==> src/rtl/muldiv_pkg.sv <==
// Shared op codes, state encoding and decode helpers for the HI/LO multiply/divide sequencer.
package muldiv_pkg;

    localparam int MD_WIDTH = 32;

    typedef enum logic [2:0] {
        MD_MULT  = 3'd0,
        MD_MULTU = 3'd1,
        MD_DIV   = 3'd2,
        MD_DIVU  = 3'd3,
        MD_MTHI  = 3'd4,
        MD_MTLO  = 3'd5
    } md_op_e;

    typedef enum logic [1:0] {
        IDLE = 2'd0,
        RUN  = 2'd1,
        FIX  = 2'd2
    } md_state_e;

    function automatic logic md_is_arith(input logic [2:0] op);
        return (op == MD_MULT) || (op == MD_MULTU) || (op == MD_DIV) || (op == MD_DIVU);
    endfunction

    function automatic logic md_is_signed(input logic [2:0] op);
        return (op == MD_MULT) || (op == MD_DIV);
    endfunction

    function automatic logic md_is_div(input logic [2:0] op);
        return (op == MD_DIV) || (op == MD_DIVU);
    endfunction

endpackage

==> src/rtl/muldiv_if.sv <==
// EX-stage request / HI-LO result bundle between the pipeline and the multiply/divide sequencer.
interface muldiv_if
    import muldiv_pkg::*;
#(
    parameter int WIDTH = MD_WIDTH
) ();
    logic             start;
    logic [2:0]       op;
    logic [WIDTH-1:0] a;
    logic [WIDTH-1:0] b;
    logic             cancel;
    logic             busy;
    logic             stall_req;
    logic             done;
    logic             div_by_zero;
    logic [WIDTH-1:0] hi;
    logic [WIDTH-1:0] lo;

    modport master (
        output start, op, a, b, cancel,
        input  busy, stall_req, done, div_by_zero, hi, lo
    );

    modport slave (
        input  start, op, a, b, cancel,
        output busy, stall_req, done, div_by_zero, hi, lo
    );
endinterface

==> src/rtl/md_sign_fix.sv <==
// Combinational sign handling: operand magnitudes on entry, product/quotient/remainder correction on exit.
module md_sign_fix
    import muldiv_pkg::*;
#(
    parameter int WIDTH = MD_WIDTH
) (
    input  logic               op_signed,
    input  logic [WIDTH-1:0]   a_raw,
    input  logic [WIDTH-1:0]   b_raw,
    output logic [WIDTH-1:0]   a_abs,
    output logic [WIDTH-1:0]   b_abs,
    output logic               a_neg,
    output logic               b_neg,
    input  logic               res_signed,
    input  logic               res_div,
    input  logic               res_a_neg,
    input  logic               res_b_neg,
    input  logic               res_dbz,
    input  logic [2*WIDTH-1:0] acc,
    output logic [WIDTH-1:0]   res_hi,
    output logic [WIDTH-1:0]   res_lo
);
    logic [2*WIDTH-1:0] prod;
    logic [WIDTH-1:0]   rem;
    logic [WIDTH-1:0]   quot;

    always_comb begin
        a_neg = op_signed & a_raw[WIDTH-1];
        b_neg = op_signed & b_raw[WIDTH-1];
        a_abs = a_neg ? -a_raw : a_raw;
        b_abs = b_neg ? -b_raw : b_raw;

        prod = acc;
        rem  = acc[2*WIDTH-1:WIDTH];
        quot = acc[WIDTH-1:0];
        if (res_signed && !res_div && (res_a_neg ^ res_b_neg)) begin
            prod = -acc;
        end
        // Remainder sign fix also restores the original dividend when dividing by zero.
        if (res_signed && res_div) begin
            if (res_a_neg) begin
                rem = -acc[2*WIDTH-1:WIDTH];
            end
            if ((res_a_neg ^ res_b_neg) && !res_dbz) begin
                quot = -acc[WIDTH-1:0];
            end
        end
        res_hi = res_div ? rem  : prod[2*WIDTH-1:WIDTH];
        res_lo = res_div ? quot : prod[WIDTH-1:0];
    end
endmodule

==> src/rtl/muldiv_seq.sv <==
// Iterative MULT/MULTU/DIV/DIVU sequencer owning HI/LO; one shift-add or restoring step per cycle.
module muldiv_seq
    import muldiv_pkg::*;
#(
    parameter int WIDTH = MD_WIDTH
) (
    input logic     clk,
    input logic     rst_n,
    muldiv_if.slave bus
);
    localparam int CNT_W = $clog2(WIDTH);

    md_state_e          state_q, state_d;
    logic [CNT_W-1:0]   cnt_q, cnt_d;
    logic [2*WIDTH-1:0] acc_q, acc_d;
    logic [WIDTH-1:0]   dvsr_q, dvsr_d;
    logic               signed_q, signed_d;
    logic               div_q, div_d;
    logic               a_neg_q, a_neg_d;
    logic               b_neg_q, b_neg_d;
    logic [WIDTH-1:0]   hi_q, hi_d;
    logic [WIDTH-1:0]   lo_q, lo_d;
    logic               done_q, done_d;
    logic               dbz_q, dbz_d;
    logic               dbz_save_q, dbz_save_d;

    logic [WIDTH-1:0]   a_abs, b_abs, res_hi, res_lo, mul_addend;
    logic               a_neg, b_neg;
    logic [WIDTH:0]     mul_sum, div_part, div_diff;

    md_sign_fix #(.WIDTH(WIDTH)) u_sign_fix (
        .op_signed  (md_is_signed(bus.op)),
        .a_raw      (bus.a),
        .b_raw      (bus.b),
        .a_abs      (a_abs),
        .b_abs      (b_abs),
        .a_neg      (a_neg),
        .b_neg      (b_neg),
        .res_signed (signed_q),
        .res_div    (div_q),
        .res_a_neg  (a_neg_q),
        .res_b_neg  (b_neg_q),
        .res_dbz    (dvsr_q == '0),
        .acc        (acc_q),
        .res_hi     (res_hi),
        .res_lo     (res_lo)
    );

    // acc holds {partial product, multiplier} or {remainder, dividend/quotient}.
    always_comb begin
        mul_addend = acc_q[0] ? dvsr_q : '0;
        mul_sum    = {1'b0, acc_q[2*WIDTH-1:WIDTH]} + {1'b0, mul_addend};
        div_part   = {acc_q[2*WIDTH-1:WIDTH], acc_q[WIDTH-1]};
        div_diff   = div_part - {1'b0, dvsr_q};
    end

    always_comb begin
        state_d    = state_q;
        cnt_d      = cnt_q;
        acc_d      = acc_q;
        dvsr_d     = dvsr_q;
        signed_d   = signed_q;
        div_d      = div_q;
        a_neg_d    = a_neg_q;
        b_neg_d    = b_neg_q;
        hi_d       = hi_q;
        lo_d       = lo_q;
        done_d     = 1'b0;
        dbz_d      = dbz_q;
        dbz_save_d = dbz_save_q;

        case (state_q)
            IDLE: begin
                if (bus.start && !bus.cancel) begin
                    if (md_is_arith(bus.op)) begin
                        state_d    = RUN;
                        cnt_d      = CNT_W'(WIDTH - 1);
                        acc_d      = {{WIDTH{1'b0}}, (md_is_div(bus.op) ? a_abs : b_abs)};
                        dvsr_d     = md_is_div(bus.op) ? b_abs : a_abs;
                        signed_d   = md_is_signed(bus.op);
                        div_d      = md_is_div(bus.op);
                        a_neg_d    = a_neg;
                        b_neg_d    = b_neg;
                        dbz_save_d = dbz_q;
                        dbz_d      = 1'b0;
                    end else if (bus.op == MD_MTHI) begin
                        hi_d   = bus.a;
                        done_d = 1'b1;
                    end else if (bus.op == MD_MTLO) begin
                        lo_d   = bus.a;
                        done_d = 1'b1;
                    end
                end
            end
            RUN: begin
                if (bus.cancel) begin
                    state_d = IDLE;
                    dbz_d   = dbz_save_q;
                end else begin
                    if (div_q) begin
                        acc_d = div_diff[WIDTH]
                              ? {div_part[WIDTH-1:0], acc_q[WIDTH-2:0], 1'b0}
                              : {div_diff[WIDTH-1:0], acc_q[WIDTH-2:0], 1'b1};
                    end else begin
                        acc_d = {mul_sum, acc_q[WIDTH-1:1]};
                    end
                    if (cnt_q == '0) begin
                        state_d = FIX;
                    end else begin
                        cnt_d = cnt_q - 1'b1;
                    end
                end
            end
            FIX: begin
                state_d = IDLE;
                if (bus.cancel) begin
                    dbz_d = dbz_save_q;
                end else begin
                    hi_d   = res_hi;
                    lo_d   = res_lo;
                    done_d = 1'b1;
                    dbz_d  = div_q && (dvsr_q == '0);
                end
            end
            default: state_d = IDLE;
        endcase
    end

    always_ff @(posedge clk or negedge rst_n) begin
        if (!rst_n) begin
            state_q    <= IDLE;
            cnt_q      <= '0;
            acc_q      <= '0;
            dvsr_q     <= '0;
            signed_q   <= 1'b0;
            div_q      <= 1'b0;
            a_neg_q    <= 1'b0;
            b_neg_q    <= 1'b0;
            hi_q       <= '0;
            lo_q       <= '0;
            done_q     <= 1'b0;
            dbz_q      <= 1'b0;
            dbz_save_q <= 1'b0;
        end else begin
            state_q    <= state_d;
            cnt_q      <= cnt_d;
            acc_q      <= acc_d;
            dvsr_q     <= dvsr_d;
            signed_q   <= signed_d;
            div_q      <= div_d;
            a_neg_q    <= a_neg_d;
            b_neg_q    <= b_neg_d;
            hi_q       <= hi_d;
            lo_q       <= lo_d;
            done_q     <= done_d;
            dbz_q      <= dbz_d;
            dbz_save_q <= dbz_save_d;
        end
    end

    assign bus.busy        = (state_q != IDLE);
    assign bus.stall_req   = (state_q != IDLE);
    assign bus.done        = done_q;
    assign bus.div_by_zero = dbz_q;
    assign bus.hi          = hi_q;
    assign bus.lo          = lo_q;
endmodule

==> src/flat_wrapper.sv <==
// flat-port wrapper written by rule: the top's interface ports become plain ports
module muldiv_seq_flat import muldiv_pkg::*;
#(
    parameter int WIDTH = MD_WIDTH
)
  (clk, rst_n, bus_start, bus_op, bus_a, bus_b, bus_cancel, bus_busy, bus_stall_req, bus_done, bus_div_by_zero, bus_hi, bus_lo);
  muldiv_if #(.WIDTH(WIDTH)) bus_i ();
  input logic clk;
  input logic rst_n;
  input wire logic [$bits(bus_i.start)-1:0] bus_start;
  input wire logic [$bits(bus_i.op)-1:0] bus_op;
  input wire logic [$bits(bus_i.a)-1:0] bus_a;
  input wire logic [$bits(bus_i.b)-1:0] bus_b;
  input wire logic [$bits(bus_i.cancel)-1:0] bus_cancel;
  output wire logic [$bits(bus_i.busy)-1:0] bus_busy;
  output wire logic [$bits(bus_i.stall_req)-1:0] bus_stall_req;
  output wire logic [$bits(bus_i.done)-1:0] bus_done;
  output wire logic [$bits(bus_i.div_by_zero)-1:0] bus_div_by_zero;
  output wire logic [$bits(bus_i.hi)-1:0] bus_hi;
  output wire logic [$bits(bus_i.lo)-1:0] bus_lo;
  assign bus_i.start = bus_start;
  assign bus_i.op = bus_op;
  assign bus_i.a = bus_a;
  assign bus_i.b = bus_b;
  assign bus_i.cancel = bus_cancel;
  assign bus_busy = bus_i.busy;
  assign bus_stall_req = bus_i.stall_req;
  assign bus_done = bus_i.done;
  assign bus_div_by_zero = bus_i.div_by_zero;
  assign bus_hi = bus_i.hi;
  assign bus_lo = bus_i.lo;
  muldiv_seq #(.WIDTH(WIDTH)) u_core (.clk(clk), .rst_n(rst_n), .bus(bus_i));
endmodule
==> config.mk <==
export PLATFORM = sky130hd
export DESIGN_NAME = muldiv_seq_flat
export DESIGN_NICKNAME = d
export VERILOG_FILES = /design/src/rtl/muldiv_pkg.sv /design/src/rtl/muldiv_if.sv /design/src/rtl/md_sign_fix.sv /design/src/rtl/muldiv_seq.sv /design/src/flat_wrapper.sv
export SDC_FILE = /design/constraint.sdc
export NUM_CORES = 1
export LEC_CHECK = 0
export CORE_ASPECT_RATIO = 0.5
export CORE_MARGIN = 1
export CORE_UTILIZATION = 65
export DETAILED_ROUTE_END_ITERATION = 6
export DONT_BUFFER_PORTS = 1
export PLACE_DENSITY_LB_ADDON = 0.12
export SLEW_MARGIN = 20
export SYNTH_ARGS = -nofsm -noshare
export SYNTH_HDL_FRONTEND = slang
export SYNTH_SLANG_ARGS = --single-unit
export TNS_END_PERCENT = 5
==> constraint.sdc <==
create_clock -name clk -period 3.8 [get_ports clk]
set_input_delay 1.14 -clock clk [delete_from_list [all_inputs] [get_ports clk]]
set_output_delay 1.14 -clock clk [all_outputs]
set_load 0.01 [all_outputs]
==> impl_metrics.csv <==
group,metric,value,unit
yosys,synth_compound_area_share,27.1,%
sta,period_share,99.2,%
yosys,synth_top_family_by_area,"compound AO/OA/AOI/OAI gates",
global_route,grt_max_degree,175,
floorplan,ioPinCount,139,
placement,portBuffers,0,
yosys,synth_fa_ha_area_share,6.35,%
yosys,synth.area.mux_share,3.90,%
cells_and_area,drive_gt1_share,9.66,%
yosys,synth.net_count,2114,
setup_path,rr_startpoint,"u_core.dvsr_q[23]$_DFFE_PN0P_",
cells_and_area,final_cells,2297,
clock_network,clkTransAtPathRegs,0.08,ns
global_route,track_usage,49.3,%
sta,clock_skew,0.0113,ns
power_and_ir_drop,power_switching,7.20,mW
yosys,avgSynthCellArea,7.74,µm²
detailed_routing,drcViolationCount,0,
detailed_routing,vias,16500,
sta,max_slew.worst_pin.slew,0.925,ns
clock_network,cts_buffers,17,
yosys,synth_simple_gate_area_share,19.8,%
clock_network,cts_buffer_depth,2,
yosys,ys_seq_area_share,28.6,%
detailed_routing,vias_per_cell,7.20,
yosys,synth_seq_cells,174,
sta,fin_crit,3.77,ns
power_and_ir_drop,netSwitchingFraction,51.6,%
setup_path,start_kind,"flop",
global_route,grt_pass1_vias,15200,
clock_network,cts.sinks,174,
power_and_ir_drop,power.share.clock,12.8,%
yosys,synth_cell_types,78,
floorplan,die_h,110,µm
sta,setup_viol,0,
floorplan,die_w,218,µm
sta,holdWs,0.369,ns
clock_network,cts_tree,"yes",
sta,max_freq,265,MHz
floorplan,die_area,0.0241,mm²
yosys,yosysWarnings,0,
sta,rsz0062_at_grt,"yes",
placement,dp_hpwl,44.5,mm
power_and_ir_drop,ir_drop,0.502,mV
global_route,grt_pass1_wl,88.5,mm
cells_and_area,fillers,1746,
worst_hold_path,hp-class,"in2async",
outcome,status,"completed",
setup_path,setup.worst_path.end_class,"flop",
detailed_routing,antenna_left,0,
cells_and_area,final_common_cell,"nor2_1",
clock_network,cts-root-buf,"clkbuf_16",
sta,slew_viol_final,0,
yosys,yosys.area.top_type,"dfrtp_1",
detailed_routing,wire_per_inst,25.9,µm
cells_and_area,mostFrequentLayoutCells,"nor2_1 (240), a21oi_1 (205), nand2_1 (179), dfrtp_1 (172), o21ai_0 (171)",
detailed_routing,dr.pass1.iters,7,
detailed_routing,drt-initial-drc-count,2520,
floorplan,start_util,66.5,%
yosys,synthCells,1967,
yosys,synth-main-ff-cell,"dfrtp_1",
power_and_ir_drop,p_seq_share,26.8,%
global_route,antenna_found_initial,4,
cells_and_area,syn_to_final_growth,8.63,%
flow_run,drv_cap,0,
setup_path,cp.required,4.13,ns
setup_path,arrival,4.10,ns
setup_path,crit_type,"reg2reg",
global_route,grt_overflow,0,
sta,max-slew-margin-rel,38.3,%
floorplan,core,0.0229,mm²
yosys,syn_area,0.0152,mm²
placement,place_congestion,1.02,
power_and_ir_drop,p_leak,7.37,nW
cells_and_area,final_util,72.3,%
power_and_ir_drop,power_density,844,mW/mm²
yosys,yosysTopAreaCellShare,28.6,%
clock_network,cts_max_level,4,
power_and_ir_drop,intPower,6.76,mW
sta,hold_viol,0,
cells_and_area,final_nets,2122,
power_and_ir_drop,finalPower,14.0,mW
clock_network,clock_latency,0.48,ns
yosys,synth_area_leaders,"dfrtp_1 (29%), a21oi_1 (6.7%), ha_1 (6.1%)",
yosys,synth_xor_area_share,9.67,%
setup_path,crit_fanout,6,
floorplan,placementRows,39,
yosys,synthArstFlopShare,100,%
placement,placed_cells,2263,
setup_path,startpoint,"u_core.dvsr_q[23]$_DFFE_PN0P_",
detailed_routing,drt-total-wl,59.6,mm
yosys,synth_edf_count,0,
power_and_ir_drop,pwr-share-comb,60.3,%
-- critical path, stage by stage, from the launching register on --
cell and delay [ns]:
dfrtp_1 0.43, inv_1 0.24, ha_1 0.35, a21oi_1 0.27, o21ai_1 0.19, a2111oi_1 0.35, buf_4 0.18, o21ai_0 0.21
and3_1 0.31, nor3_4 0.28, buf_4 0.21, nor2_1 0.12, a222oi_1 0.34, o211ai_1 0.15
-- area by class of cell --
cell class              instances  area (µm²)  share of cell area [%]
multi-input cells            1615       10200                    61.8
clock inverters                13         126                   0.764
inverters                      68         259                    1.57
diodes                          2        5.00                  0.0303
flip-flops and latches        174        4360                    26.3
repair buffers                 99         743                    4.49
well taps                     307         384                    2.32
clock buffers                  19         443                    2.68
-- power by group through the flow --
stage	Combinational (mW)	Sequential, mW	Clock [mW]
after CTS	8.06	3.66	1.77
after global routing	8.99	3.78	1.85
final	8.42	3.75	1.79
after floorplan	5.60	3.39	0
after global placement	7.76	3.64	0
after detailed placement	7.95	3.69	0
-- flip-flops by register name (all words and copies together), names as in the netlist --
| signal | flops |
|---|---|
| u_core.bus.div_by_zero | 1 |
| u_core.a_neg_q | 1 |
| u_core.div_q | 1 |
| u_core.bus.hi | 32 |
| u_core.bus.done | 1 |
| u_core.bus.lo | 32 |
| u_core.signed_q | 1 |
| u_core.acc_q | 64 |
| u_core.cnt_q | 5 |
| u_core.dbz_save_q | 1 |
| u_core.state_q | 2 |
| u_core.dvsr_q | 32 |
| u_core.b_neg_q | 1 |
-- cell usage after synthesis (all sizes together), types with 6 or more instances --
cell type / n
a211o: 8
a211oi: 51
a21o: 52
a21oi: 205
a221o: 7
a22oi: 14
a311oi: 6
a31oi: 13
and2: 12
and3: 15
buf: 17
clkbuf: 93
dfrtp: 174
ha: 74
inv: 68
mux2: 27
mux2i: 29
nand2: 179
nand2b: 22
nand3: 33
nand4: 12
nor2: 242
nor2b: 15
nor3: 37
nor4: 19
o211ai: 12
o21a: 14
o21ai: 182
o21bai: 9
o221ai: 6
o31ai: 29
o41ai: 12
or2: 10
or3: 21
or4: 11
xnor2: 91
xor2: 77
-- cell families (layout without fill, tap and decap cells) --
logic type | count (synthesis) | after routing
muxes | 56 | 56
and+or+nand+nor | 650 | 650
other | 0 | 2
xor gates and xnor gates | 168 | 168
AOI/OAI and AO/OA | 665 | 665
buffers and inverters | 178 | 199
adders and majority gates | 76 | 76
DFF | 174 | 174
-- stage by stage --
step           setup WS (ns)  setup TNS, ns  instance area (µm²)
6_report              0.0306              0                16500
5_1_grt              -0.0343        -0.0343                16500
4_1_cts              0.00688              0                16500
3_5_place_dp          0.0207              0                15900
3_3_place_gp          0.0948              0                15900
2_1_floorplan          0.164              0                15200
-- worst paths after layout --
path	end	slack [ns]	cells past startpoint
setup / recovery	u_core.acc_q[63]$_DFFE_PN0P_	0.03	13
hold / removal	u_core.acc_q[39]$_DFFE_PN0P_	0.37	0
setup reg to reg	u_core.acc_q[63]$_DFFE_PN0P_	0.03	13
hold reg to reg	u_core.dvsr_q[5]$_DFFE_PN0P_	0.50	2
max in group asynchronous	u_core.dvsr_q[17]$_DFFE_PN0P_	2.98	0
min in group clk	u_core.dvsr_q[5]$_DFFE_PN0P_	0.50	2
-- repair_timing --
| action | 4_1_cts | 5_1_grt |
|---|---|---|
| endpoints found under the setup margin | 1 | 13 |
| hold buffers | 0 | 0 |
| buffers inserted | 0 | 0 |
| gates resized for setup | 2 | 6 |
-- layer usage --
| layer | wire [µm] | GRT usage [%] | share of wire, % |
|---|---|---|---|
| met5 | 184 | 6.25 | 0.31 |
| met4 | 3000 | 25.1 | 5.0 |
| met3 | 9070 | 20.5 | 15 |
| met2 | 24800 | 73.2 | 42 |
| met1 | 22500 | 61.2 | 38 |
Power figures use the tool's default switching activity.
